**src/rtl/ram_port_arbiter_pkg.sv**
```systemverilog
`default_nettype none
// ============================================================================
// Module   : ram_port_arbiter_pkg
// Purpose  : Shared types and defaults for the single-port RAM arbiter:
//            FSM state encodings, owner encodings, default bus widths and
//            the streak-counter width helper.
// Revision : 1.0  initial release
// ============================================================================
package ram_port_arbiter_pkg;

    localparam int unsigned RAM_ADDR_W = 8;
    localparam int unsigned RAM_DATA_W = 8;

    // 2'b11 is never entered; the FSM treats it as IDLE
    typedef enum logic [1:0] {
        ARB_IDLE = 2'b00,
        ARB_ADDR = 2'b01,
        ARB_DATA = 2'b10
    } arb_state_e;

    typedef enum logic {
        ARB_OWNER_IF = 1'b0,
        ARB_OWNER_LS = 1'b1
    } arb_owner_e;

    // Bits needed to count 0..max_streak inclusive (at least one bit)
    function automatic int unsigned streak_width(input int unsigned max_streak);
        int unsigned w;
        w = $clog2(max_streak + 1);
        return (w == 0) ? 1 : w;
    endfunction

endpackage
`default_nettype wire

```
**src/rtl/ram_port_arbiter_if.sv**
```systemverilog
`default_nettype none
// ============================================================================
// Module   : ram_port_arbiter_if
// Purpose  : Request/response bundle between the fetch and load/store
//            requesters, the RAM macro and the RAM port arbiter.
//            slave  = arbiter side, master = requester/RAM side.
// Revision : 1.0  initial release
// ============================================================================
interface ram_port_arbiter_if
    import ram_port_arbiter_pkg::*;
#(
    parameter int unsigned ADDR_W = RAM_ADDR_W,
    parameter int unsigned DATA_W = RAM_DATA_W
);
    // instruction fetch path
    logic              if_req;
    logic [ADDR_W-1:0] if_addr;
    logic              if_gnt;
    logic              if_rvalid;
    logic [DATA_W-1:0] if_rdata;
    // load/store path
    logic              ls_req;
    logic              ls_we;
    logic [ADDR_W-1:0] ls_addr;
    logic [DATA_W-1:0] ls_wdata;
    logic              ls_gnt;
    logic              ls_done;
    logic [DATA_W-1:0] ls_rdata;
    // RAM macro port
    logic              ram_en;
    logic              ram_we;
    logic [ADDR_W-1:0] ram_addr;
    logic [DATA_W-1:0] ram_wdata;
    logic [DATA_W-1:0] ram_rdata;
    // status
    logic              busy;

    modport slave (
        input  if_req, if_addr, ls_req, ls_we, ls_addr, ls_wdata, ram_rdata,
        output if_gnt, if_rvalid, if_rdata, ls_gnt, ls_done, ls_rdata,
               ram_en, ram_we, ram_addr, ram_wdata, busy
    );

    modport master (
        output if_req, if_addr, ls_req, ls_we, ls_addr, ls_wdata, ram_rdata,
        input  if_gnt, if_rvalid, if_rdata, ls_gnt, ls_done, ls_rdata,
               ram_en, ram_we, ram_addr, ram_wdata, busy
    );

endinterface
`default_nettype wire

```
**src/rtl/ram_arb_pick.sv**
```systemverilog
`default_nettype none
// ============================================================================
// Module   : ram_arb_pick
// Purpose  : Combinational winner selection between fetch and load/store.
//            Load/store wins unless fetch is pending and load/store has
//            already taken MAX_DATA_STREAK grants in a row while fetch waited.
// Revision : 1.0  initial release
// ============================================================================
module ram_arb_pick
    import ram_port_arbiter_pkg::*;
#(
    parameter int unsigned MAX_DATA_STREAK = 2,
    parameter int unsigned STREAK_W        = streak_width(MAX_DATA_STREAK)
) (
    input  logic                if_req,
    input  logic                ls_req,
    input  logic [STREAK_W-1:0] streak,
    output logic                grant_if,
    output logic                grant_ls,
    output logic [STREAK_W-1:0] streak_next
);

    logic w_at_limit;

    assign w_at_limit = (streak == STREAK_W'(MAX_DATA_STREAK));

    // Pick the winner and compute the streak left behind by this arbitration
    always_comb begin
        grant_if    = 1'b0;
        grant_ls    = 1'b0;
        streak_next = '0;
        if (ls_req && !(if_req && w_at_limit)) begin
            grant_ls = 1'b1;
        end else if (if_req) begin
            grant_if = 1'b1;
        end
        // streak only grows while fetch is being held off; anything else clears it
        if (if_req && grant_ls) begin
            streak_next = w_at_limit ? streak : streak + 1'b1;
        end
    end

endmodule
`default_nettype wire

```
**src/rtl/ram_port_arbiter.sv**
```systemverilog
`default_nettype none
// ============================================================================
// Module   : ram_port_arbiter
// Purpose  : Shares one synchronous RAM port between instruction fetch and
//            load/store. Every access runs arbitrate -> address -> data;
//            arbitration also happens in the data cycle so accesses can run
//            back to back at one per two cycles.
// Revision : 1.0  initial release
// ============================================================================
module ram_port_arbiter
    import ram_port_arbiter_pkg::*;
#(
    parameter int unsigned ADDR_W          = RAM_ADDR_W,
    parameter int unsigned DATA_W          = RAM_DATA_W,
    parameter int unsigned MAX_DATA_STREAK = 2
) (
    input  logic                   clk,
    input  logic                   rst_n,
    ram_port_arbiter_if.slave      bus
);

    localparam int unsigned c_streak_w = streak_width(MAX_DATA_STREAK);

    arb_state_e              r_state;
    arb_owner_e              r_owner;
    logic                    r_we;
    logic [ADDR_W-1:0]       r_addr;
    logic [DATA_W-1:0]       r_wdata;
    logic [c_streak_w-1:0]   r_streak;

    logic                    w_grant_if;
    logic                    w_grant_ls;
    logic [c_streak_w-1:0]   w_streak_next;
    logic                    w_in_addr;
    logic                    w_in_data;
    logic                    w_own_if;
    logic                    w_own_ls;

    ram_arb_pick #(
        .MAX_DATA_STREAK (MAX_DATA_STREAK),
        .STREAK_W        (c_streak_w)
    ) u_pick (
        .if_req      (bus.if_req),
        .ls_req      (bus.ls_req),
        .streak      (r_streak),
        .grant_if    (w_grant_if),
        .grant_ls    (w_grant_ls),
        .streak_next (w_streak_next)
    );

    // FSM plus request latch: the winner's request is captured at arbitration,
    // so requests are never looked at during the address cycle
    always_ff @(posedge clk or negedge rst_n) begin
        if (!rst_n) begin
            r_state  <= ARB_IDLE;
            r_owner  <= ARB_OWNER_IF;
            r_we     <= 1'b0;
            r_addr   <= '0;
            r_wdata  <= '0;
            r_streak <= '0;
        end else begin
            case (r_state)
                ARB_IDLE, ARB_DATA: begin
                    r_streak <= w_streak_next;
                    if (w_grant_ls) begin
                        r_owner <= ARB_OWNER_LS;
                        r_we    <= bus.ls_we;
                        r_addr  <= bus.ls_addr;
                        r_wdata <= bus.ls_wdata;
                        r_state <= ARB_ADDR;
                    end else if (w_grant_if) begin
                        r_owner <= ARB_OWNER_IF;
                        r_we    <= 1'b0;
                        r_addr  <= bus.if_addr;
                        r_wdata <= '0;
                        r_state <= ARB_ADDR;
                    end else begin
                        r_state <= ARB_IDLE;
                    end
                end
                ARB_ADDR: begin
                    r_state <= ARB_DATA;
                end
                default: begin
                    r_state <= ARB_IDLE;
                end
            endcase
        end
    end

    // Outputs are decoded from state and latched owner only, so no request
    // input reaches an output combinationally
    assign w_in_addr = (r_state == ARB_ADDR);
    assign w_in_data = (r_state == ARB_DATA);
    assign w_own_if  = (r_owner == ARB_OWNER_IF);
    assign w_own_ls  = (r_owner == ARB_OWNER_LS);

    assign bus.ram_en    = w_in_addr;
    assign bus.ram_we    = w_in_addr & r_we;
    assign bus.ram_addr  = w_in_addr ? r_addr : '0;
    assign bus.ram_wdata = (w_in_addr & r_we) ? r_wdata : '0;

    assign bus.if_gnt    = w_in_addr & w_own_if;
    assign bus.ls_gnt    = w_in_addr & w_own_ls;
    assign bus.if_rvalid = w_in_data & w_own_if;
    assign bus.ls_done   = w_in_data & w_own_ls;

    // RAM read data is only forwarded to the owner of a load/fetch data cycle
    assign bus.if_rdata  = (w_in_data & w_own_if) ? bus.ram_rdata : '0;
    assign bus.ls_rdata  = (w_in_data & w_own_ls & ~r_we) ? bus.ram_rdata : '0;

    assign bus.busy      = w_in_addr | w_in_data;

endmodule
`default_nettype wire

```
**src/flat_wrapper.sv**
```systemverilog
// flat-port wrapper written by rule: the top's interface ports become plain ports
module ram_port_arbiter_flat import ram_port_arbiter_pkg::*;
#(
    parameter int unsigned ADDR_W          = RAM_ADDR_W,
    parameter int unsigned DATA_W          = RAM_DATA_W,
    parameter int unsigned MAX_DATA_STREAK = 2
)
  (clk, rst_n, bus_if_req, bus_if_addr, bus_ls_req, bus_ls_we, bus_ls_addr, bus_ls_wdata, bus_ram_rdata, bus_if_gnt, bus_if_rvalid, bus_if_rdata, bus_ls_gnt, bus_ls_done, bus_ls_rdata, bus_ram_en, bus_ram_we, bus_ram_addr, bus_ram_wdata, bus_busy);
  ram_port_arbiter_if #(.ADDR_W(ADDR_W), .DATA_W(DATA_W)) bus_i ();
  input  logic clk;
  input  logic rst_n;
  input wire logic [$bits(bus_i.if_req)-1:0] bus_if_req;
  input wire logic [$bits(bus_i.if_addr)-1:0] bus_if_addr;
  input wire logic [$bits(bus_i.ls_req)-1:0] bus_ls_req;
  input wire logic [$bits(bus_i.ls_we)-1:0] bus_ls_we;
  input wire logic [$bits(bus_i.ls_addr)-1:0] bus_ls_addr;
  input wire logic [$bits(bus_i.ls_wdata)-1:0] bus_ls_wdata;
  input wire logic [$bits(bus_i.ram_rdata)-1:0] bus_ram_rdata;
  output wire logic [$bits(bus_i.if_gnt)-1:0] bus_if_gnt;
  output wire logic [$bits(bus_i.if_rvalid)-1:0] bus_if_rvalid;
  output wire logic [$bits(bus_i.if_rdata)-1:0] bus_if_rdata;
  output wire logic [$bits(bus_i.ls_gnt)-1:0] bus_ls_gnt;
  output wire logic [$bits(bus_i.ls_done)-1:0] bus_ls_done;
  output wire logic [$bits(bus_i.ls_rdata)-1:0] bus_ls_rdata;
  output wire logic [$bits(bus_i.ram_en)-1:0] bus_ram_en;
  output wire logic [$bits(bus_i.ram_we)-1:0] bus_ram_we;
  output wire logic [$bits(bus_i.ram_addr)-1:0] bus_ram_addr;
  output wire logic [$bits(bus_i.ram_wdata)-1:0] bus_ram_wdata;
  output wire logic [$bits(bus_i.busy)-1:0] bus_busy;
  assign bus_i.if_req = bus_if_req;
  assign bus_i.if_addr = bus_if_addr;
  assign bus_i.ls_req = bus_ls_req;
  assign bus_i.ls_we = bus_ls_we;
  assign bus_i.ls_addr = bus_ls_addr;
  assign bus_i.ls_wdata = bus_ls_wdata;
  assign bus_i.ram_rdata = bus_ram_rdata;
  assign bus_if_gnt = bus_i.if_gnt;
  assign bus_if_rvalid = bus_i.if_rvalid;
  assign bus_if_rdata = bus_i.if_rdata;
  assign bus_ls_gnt = bus_i.ls_gnt;
  assign bus_ls_done = bus_i.ls_done;
  assign bus_ls_rdata = bus_i.ls_rdata;
  assign bus_ram_en = bus_i.ram_en;
  assign bus_ram_we = bus_i.ram_we;
  assign bus_ram_addr = bus_i.ram_addr;
  assign bus_ram_wdata = bus_i.ram_wdata;
  assign bus_busy = bus_i.busy;
  ram_port_arbiter #(.ADDR_W(ADDR_W), .DATA_W(DATA_W), .MAX_DATA_STREAK(MAX_DATA_STREAK)) u_core (.clk(clk), .rst_n(rst_n), .bus(bus_i));
endmodule
```
**config.mk**
```make
export PLATFORM = sky130hd
export DESIGN_NAME = ram_port_arbiter_flat
export DESIGN_NICKNAME = d
export VERILOG_FILES = /design/src/rtl/ram_port_arbiter_pkg.sv /design/src/rtl/ram_port_arbiter_if.sv /design/src/rtl/ram_arb_pick.sv /design/src/rtl/ram_port_arbiter.sv /design/src/flat_wrapper.sv
export SDC_FILE = /design/constraint.sdc
export NUM_CORES = 1
export LEC_CHECK = 0
export ABC_CLOCK_PERIOD_IN_PS = 1310
export BUFFER_PORTS_ARGS = -buffer_cell sky130_fd_sc_hd__buf_2
export CAP_MARGIN = 40
export CORE_MARGIN = 2
export CORE_UTILIZATION = 35
export DETAILED_ROUTE_END_ITERATION = 16
export GPL_TIMING_DRIVEN = 0
export PLACE_DENSITY = 0.76
export SKIP_CTS_REPAIR_TIMING = 1
export SLEW_MARGIN = 20
export SYNTH_ARGS = -nofsm -noshare
export SYNTH_HDL_FRONTEND = slang
export SYNTH_SLANG_ARGS = --single-unit
```
**constraint.sdc**
```tcl
create_clock -name clk -period 1.31 [get_ports clk]
set_clock_uncertainty 0.15 [all_clocks]
set_input_delay 0.0655 -clock clk [delete_from_list [all_inputs] [get_ports clk]]
set_output_delay 0.0655 -clock clk [all_outputs]
set_load 0.01 [all_outputs]
```
# After elaboration in Yosys (flattened, before gate mapping)
# Cells that the tools add are included.
[word_totals]
ff_bits = 22
input_bits = 37
out_inout_bits = 39
wordCells = 48
[classes]
add_sub_neg = 1
n_eq_ne = 4
mux = 19
n_bitwise = 9
n_reduce_logical = 9
[op_table]
columns = ["cell", "n"]
rows = [
  ["2-to-1 mux 8 bit", 8],
  ["2-to-1 mux 1 bit", 7],
  ["AND 1 bit", 6],
  ["2-to-1 mux 2 bit", 3],
  ["== test 2 bit (second input constant)", 2],
  ["case mux 2 bit (2 select lines)", 1],
  ["AND reduction 2 bit", 2],
  ["logical AND 1 bit", 3],
  ["adder 2 x 1 -> 2 bit (second input constant)", 1],
  ["== test 2 x 1 -> 1 bit (second input constant)", 1],
  ["logical NOT 2 bit", 1],
  ["inequality test 2 bit (second input constant)", 1],
  ["NOT 1 bit", 2],
  ["nonzero test 2 bit", 1],
  ["OR reduction 2 bit", 1],
  ["logical NOT 1 bit", 1],
  ["OR 1 bit", 1],
]

# Depth between registers and ports, before layout
# Gate-level depths: netlist (run 1).
[depth]
word_depth = 8
depth_mapped = 6
ltp_nobuf = 5

# Modules after synthesis
# A second synthesis (run 1) with hierarchy kept.
[hier_totals]
cells_unflattened = 114
hier_area_um2 = 1296.2
[by_module_without_submodules]
columns = ["mod", "instances", "cells_each", "area_each_um2", "seq_area_each_um2"]
rows = [
  ["ram_port_arbiter", 1, 105, 1223.7, 550.5],
  ["ram_arb_pick", 1, 9, 72.6, 0.0],
]

# Least setup slack after synthesis (run 1)
# OpenSTA, ideal clock, no wires.
[synth_path]
kind = "register to output"
startpoint = "register u_core.r_state[0]"
endpoint = "output bus_if_rdata[0]"
arrival_ns = 1.271
required_ns = 1.094
setup_slack_ns = -0.176
path_stages_with_launch = 6
path_buffers = 1
path_cell_list = "dfrtp_1 > inv_1 > ha_1 > nor2b_1 > clkbuf_1 > and2_1"
[synth_between]
elab_chain_len = 3
[synth_rtl]
columns = ["element", "line_no", "source"]
rows = [
  ["from (decl)", "ram_port_arbiter.sv:24", "arb_state_e r_state;"],
  ["from (signal assigned)", "ram_port_arbiter.sv:55", "r_state <= ARB_IDLE;"],
  ["from (signal assigned)", "ram_port_arbiter.sv:70", "r_state <= ARB_ADDR;"],
  ["from (signal assigned)", "ram_port_arbiter.sv:76", "r_state <= ARB_ADDR;"],
  ["== test 2 bit", "ram_port_arbiter.sv:94", "assign w_in_data = (r_state == ARB_DATA);"],
  ["AND 1 bit", "n/a", ""],
  ["named net bus_if_rvalid", "flat_wrapper.sv:20", "output wire logic [$bits(bus_i.if_rvalid)-1:0] bus_if_rvalid;"],
  ["2-to-1 mux 8 bit", "ram_port_arbiter.sv:109", "assign bus.if_rdata = (w_in_data & w_own_if) ? bus.ram_rdata : '0;"],
  ["to (decl)", "flat_wrapper.sv:21", "output wire logic [$bits(bus_i.if_rdata)-1:0] bus_if_rdata;"],
]
# The timed path passes the listed nets, and every way through them passes these cells.

# Worst setup path in the final report (run 1)
[layout_path]
startpoint = "register u_core.r_state[0]"
endpoint = "output bus_ls_rdata[4]"
[layout_between]
elab_chain_len = 4
[layout_rtl]
columns = ["element", "line_no", "source"]
rows = [
  ["== test 2 bit", "ram_port_arbiter.sv:94", ""],
  ["AND 1 bit (2 in series)", "ram_port_arbiter.sv:110", "assign bus.ls_rdata = (w_in_data & w_own_ls & ~r_we) ? bus.ram_rdata : '0;"],
  ["2-to-1 mux 8 bit", "ram_port_arbiter.sv:110", ""],
  ["to (decl)", "flat_wrapper.sv:24", "output wire logic [$bits(bus_i.ls_rdata)-1:0] bus_ls_rdata;"],
]
# Every way passes these cells.

==> run metrics, run 1 <==
status complete, but fails checks; failing checks setup timing; Register Area 552 um^2; Net count, final 288; area of the multi-input gates 764 um^2; Die Wd 63.6 um; first-pass GRT wire length 5.20 mm; most numerous cell in the Yosys netlist and2_1; Seq cells post-synth 22; initial antenna violation count 0; IO Pins 76; synth-to-layout area growth 88.6%; period utilization 137%; DR top layer met4; largest net degree at the start of global routing 23; First-pass DRT Iterations 4; Post-synth EDFFs 0; num rows 21; area leader, netlist dfrtp_1; synth unique cells 23; M1 wire length between 1.5 and 2 mm; Routed Antenna Nets 0; WL met2 2.46 mm; Vias/cell 4.98; Post-synth ARST share 100%; power after layout 4240 uW; DRC 0; Rel. slew slack roughly two thirds; Setup WS post-layout -0.482 ns; Worst Setup SP u_core.r_state[0]; global route overflow 0; Hold WC Path Type in -> reg; CTS tree built; Antenna Cells 0; final WL approximately 4.7 mm; clock sink count 22; post-layout min period 1.79 ns; die area 4040 um^2; Clk pin slew, worst setup/hold paths around 0.12 ns; Crit path required time ~1.1 ns; core area ~3400 um^2; top cell type's share of synthesized area 44.4%; crit path kind reg -> out; power density cells roughly 1800 nW/um^2; hold path start bus_if_req; WL/cell about 16 um; PortBufs 75; die height around 64 um; initial core utilization 36.9%; share of layout cells above drive strength 1 between 50% and 60%; largest cells by area after synthesis dfrtp_1 44%, and2_1 14%, a21oi_1 6.5%, a22o_1 6.4%, ha_1 6.0%; initial drt markers 65; post-route cell area about 2300 um^2; global placement routability congestion 0.725; number of global-route vias before repair 1180; dpl cell area 1720 um^2; static leakage 0.00122 uW; Synth Instances roughly 130; final setup fails 60; FMAX ~0.56 GHz; Clock Tree Root clkbuf_4; Worst VDD drop 1.01 mV; Slew Viols, Final 0; Clk Latency, worst-skew pair about 0.3 ns; most frequent cells after synthesis 27 x and2_1, 22 x dfrtp_1, 16 x a21oi_1, 11 x nor2_1; filler cell count 252; Cell Area, Synth about 1200 um^2; Max-cap violations 0; RSZ-0062 raised after global routing true; routed via count 1444; reg-to-reg critical path startpoint u_core.r_state[1]; Synth warnings 0; Synth Flop Type dfrtp_1; Total Routing Usage GR 16.2%; arrival time worst endpoint 1.58 ns; pre-CTS WS -0.411 ns; Mapped Nets 172; dpl cells 250; Setup crit start kind flip-flop; clock buffer count from CTS 3; Max clock buf depth 2; slew of the pin with the lowest slew margin 0.493 ns; Post-Layout Cell Count 290; Clock H-tree levels 1; post-layout util 69.6%; Crit Path Max Fanout 8; Crit. End Element output port; met3 WL approximately 310 um; sequential share of the synthesized area 44.4%; Final Hold Vio Count 0; average size of a mapped cell 9.62 um^2
[logic make-up after synthesis]
family	synth area share, %
AND/OR/NAND/NOR	27.5
AO/OA/AOI/OAI	18.0
flip-flops	44.4
buffers and inverters	4.03
adder cells (fa/ha/maj)	6.05
[worst max-delay path: stages, from the launching register on]
cell and delay [ns]:
dfrtp_2 0.47, inv_2 0.09, ha_4 0.14, and2_4 0.13, and2b_4 0.19, and2_4 0.16, buf_6 0.09
[through the flow]
step	hold slack [ns]	TNS, ns
floorplan	-0.380	-3.73
global placement	-0.0987	-12.29
detailed placement	-0.0855	-13.40
CTS	-0.431	-27.27
global route	0.0116	-25.77
finish	0.00197	-21.79
[cell type report]
class | count | area share, %
multi-input combinational | 98 | 32.7
clock buffer | 4 | 1.55
tap | 46 | 2.46
sequential | 22 | 23.6
timing repair buffer | 111 | 36.7
buffer | 6 | 2.57
inverter | 3 | 0.481
[state kept, by name, summed over array words and instances (netlist names)]
register / flops
u_core.r_addr: 8
u_core.r_owner: 1
u_core.r_state: 2
u_core.r_streak: 2
u_core.r_wdata: 8
u_core.r_we: 1
[routing by layer]
metal	vias up	GRT usage, %
met2	78	28.8
li1	669	-
met5	-	0
met1	683	20.0
met3	14	2.86
met4	0	4.89
[worst paths after layout]
check	to	slack [ns]	cells past startpoint
min in group asynchronous	u_core.r_addr[3]	0.11	2
setup / recovery	bus_ls_rdata[4]	-0.48	6
max in group asynchronous	u_core.r_state[0]	0.54	2
setup reg to reg	u_core.r_wdata[0]	-0.40	6
hold reg to reg	u_core.r_streak[0]	0.36	1
hold / removal	u_core.r_streak[1]	0.002	2
[power breakdown]
group | switching, uW | internal, uW
clock network | 204 | 170
registers | 205 | 970
logic | 1250 | 1450
total | 1660 | 2590
[cells in the final DEF (no fill, tap or decap), drive strengths merged, types with 2 or more instances in the layout]
cell,n
a21oi,16
a22o,9
and2,27
and3,8
buf,89
clkbuf,5
dfrtp,22
dlygate4sd3,27
ha,6
inv,3
nand2,9
nor2,12
nor2b,2
Power figures use the tool's default switching activity.
==> inputs of run 2 (changes only) <==
ABC_CLOCK_PERIOD_IN_PS = 1800   (was 1310)
PLACE_DENSITY = 0.73   (was 0.76)
clock period = 1.8 ns   (was 1.31 ns; I/O delays follow)
==> run metrics, run 2 (synthesized netlist as in run 1, its figures left out) <==
DRC 0 (unchanged); CTS tree built; static leakage 0.00115 uW (-5.9%); Max clock buf depth 2 (unchanged); Routed Antenna Nets 0 (unchanged); Worst R2R Setup Slack 0.08 ns (+0.48 ns); pre-CTS WS 0.0699 ns (+0.481 ns); Die Wd 63.6 um (unchanged); Total Routing Usage GR 15.8% (-0.49 points); Hold WC Path Type in -> async; failing checks setup timing; Net count, final 284 (-1.4%); power after layout 2580 uW (-39%); die height 63.6 um (unchanged); share of layout cells above drive strength 1 43.3% (-11 points); Min Hold Slack 0.0942 ns (+0.0922 ns); Setup crit start kind flip-flop; global route overflow 0 (unchanged); Slew Viols, Final 0 (unchanged); final WL 3.69 mm (-21%); initial drt markers 55 (-15%); area of the multi-input gates 679 um^2 (-11%); Rel. slew slack 67.3% (+0.19 points); Largest regs u_core.r_addr (8), u_core.r_wdata (8); arrival time worst endpoint 1.63 ns (+0.05 ns); Crit Path Max Fanout 8 (unchanged); clock sink count 22 (unchanged); synth-to-layout area growth 69.0%; Clock H-tree levels 1 (unchanged); crit path kind reg -> out; slowest stage delay, CP 0.41 ns (-0.06 ns); RSZ-0062 raised after global routing true; Crit. End Element output port; most frequent cells in the layout 71 x buf_2, 27 x dlygate4sd3_1, 22 x and2_1; Antenna Cells 0 (unchanged); Max-cap violations 0 (unchanged); largest net degree at the start of global routing 23 (unchanged); final setup fails 8 (-87%); num rows 21 (unchanged); slowest library cell on the worst path dfrtp_1; Worst VDD drop 0.708 mV (-30%); Setup WS post-layout -0.0652 ns (+0.417 ns); Clock Tree Root clkbuf_4; Clk pin slew, worst setup/hold paths 0.13 ns (about the same); status complete, but fails checks; FMAX 0.536 GHz; period utilization 104%; Register Area 552 um^2 (unchanged); first-pass GRT wire length 5.23 mm (+0.54%); global placement routability congestion 0.803 (+11%); Clk Latency, worst-skew pair 0.31 ns (about the same); initial antenna violation count 0 (unchanged); PortBufs 75 (unchanged); routed via count 1332 (-7.8%); First-pass DRT Iterations 5 (+1); post-layout util 62.4% (-7.3 points); commonest non-fill, non-tap cell in the layout buf_2; slew of the pin with the lowest slew margin 0.490 ns (-0.00283 ns); WL/cell 12.9 um (-20%); number of global-route vias before repair 1147 (-2.8%); setup tns final -0.430 ns (+21.36 ns); clock buffer count from CTS 3 (unchanged); Vias/cell 4.66 (-6.5%); power density cells 1230 nW/um^2 (-32%); post-layout min period about 1.9 ns; worst path cell trace inv_2, ha_4, and2_4, and2b_2, and2_1, buf_2; core area 3360 um^2 (unchanged); initial core utilization 36.9% (unchanged); Final HPWL DP about 2.3 mm; die area 4040 um^2 (unchanged); filler cell count 304 (+21%); Crit path required time 1.56 ns (+0.47 ns); Final Hold Vio Count 0 (unchanged); IO Pins 76 (unchanged)
==> run 2: changes by cell type in the layout (fill, tap and decap cells not counted), sizes merged <==
| cell | previous run | this run |
|---|---|---|
| buf | 89 | 84 |
| clkbuf | 5 | 6 |
==> run 2: worst max-delay path: cells and delay by family (launching register included) <==
family,cells,cell delay [ns]
AND/OR/NAND/NOR,3,0.54
flip-flops,1,0.41
buffers and inverters,2,0.20
adder cells (fa/ha/maj),1,0.16
==> run 2: final timing paths <==
check                              startpoint                  to  cells past startpoint
max in group asynchronous               rst_n   u_core.r_state[1]                      2
max reg2reg                 u_core.r_state[0]    u_core.r_addr[0]                      7
max                         u_core.r_state[0]     bus_ls_rdata[4]                      6
min in group clk                   bus_ls_req   u_core.r_state[0]                      4
min                                     rst_n   u_core.r_wdata[1]                      2
min reg2reg                u_core.r_streak[0]  u_core.r_streak[0]                      1
==> run 2: metrics by stage <==
stage	cell area, um^2	cells
after floorplan	1240	129
after global placement	1670	250
after detailed placement	1670	250
after CTS	1710	254
after global routing	2100	286
final	2100	286
==> run 2: power breakdown <==
group / total (uW) / internal, uW / switching, uW
clock: 282 / 124 / 158
combinational: 1470 / 720 / 748
sequential: 830 / 705 / 125
total: 2580 / 1550 / 1030
==> run 2: final cells by class <==
class	instances	share of cell area, %
Timing Repair Buffer	107	33.8
Multi-Input combinational cell	98	32.4
Sequential cell	22	26.3
Tap cell	46	2.74
Buffer	6	2.51
Clock buffer	4	1.73
Inverter	3	0.537
==> run 2: routing by layer <==
layer	share of wire (%)	wire length [um]	global-route usage, %	up-vias
li1	-	-	-	661
met1	41	1510	20.3	625
met2	54	1980	27.2	46
met3	5.4	198	3.75	0
met4	0	0	2.45	0
met5	0	0	0	-
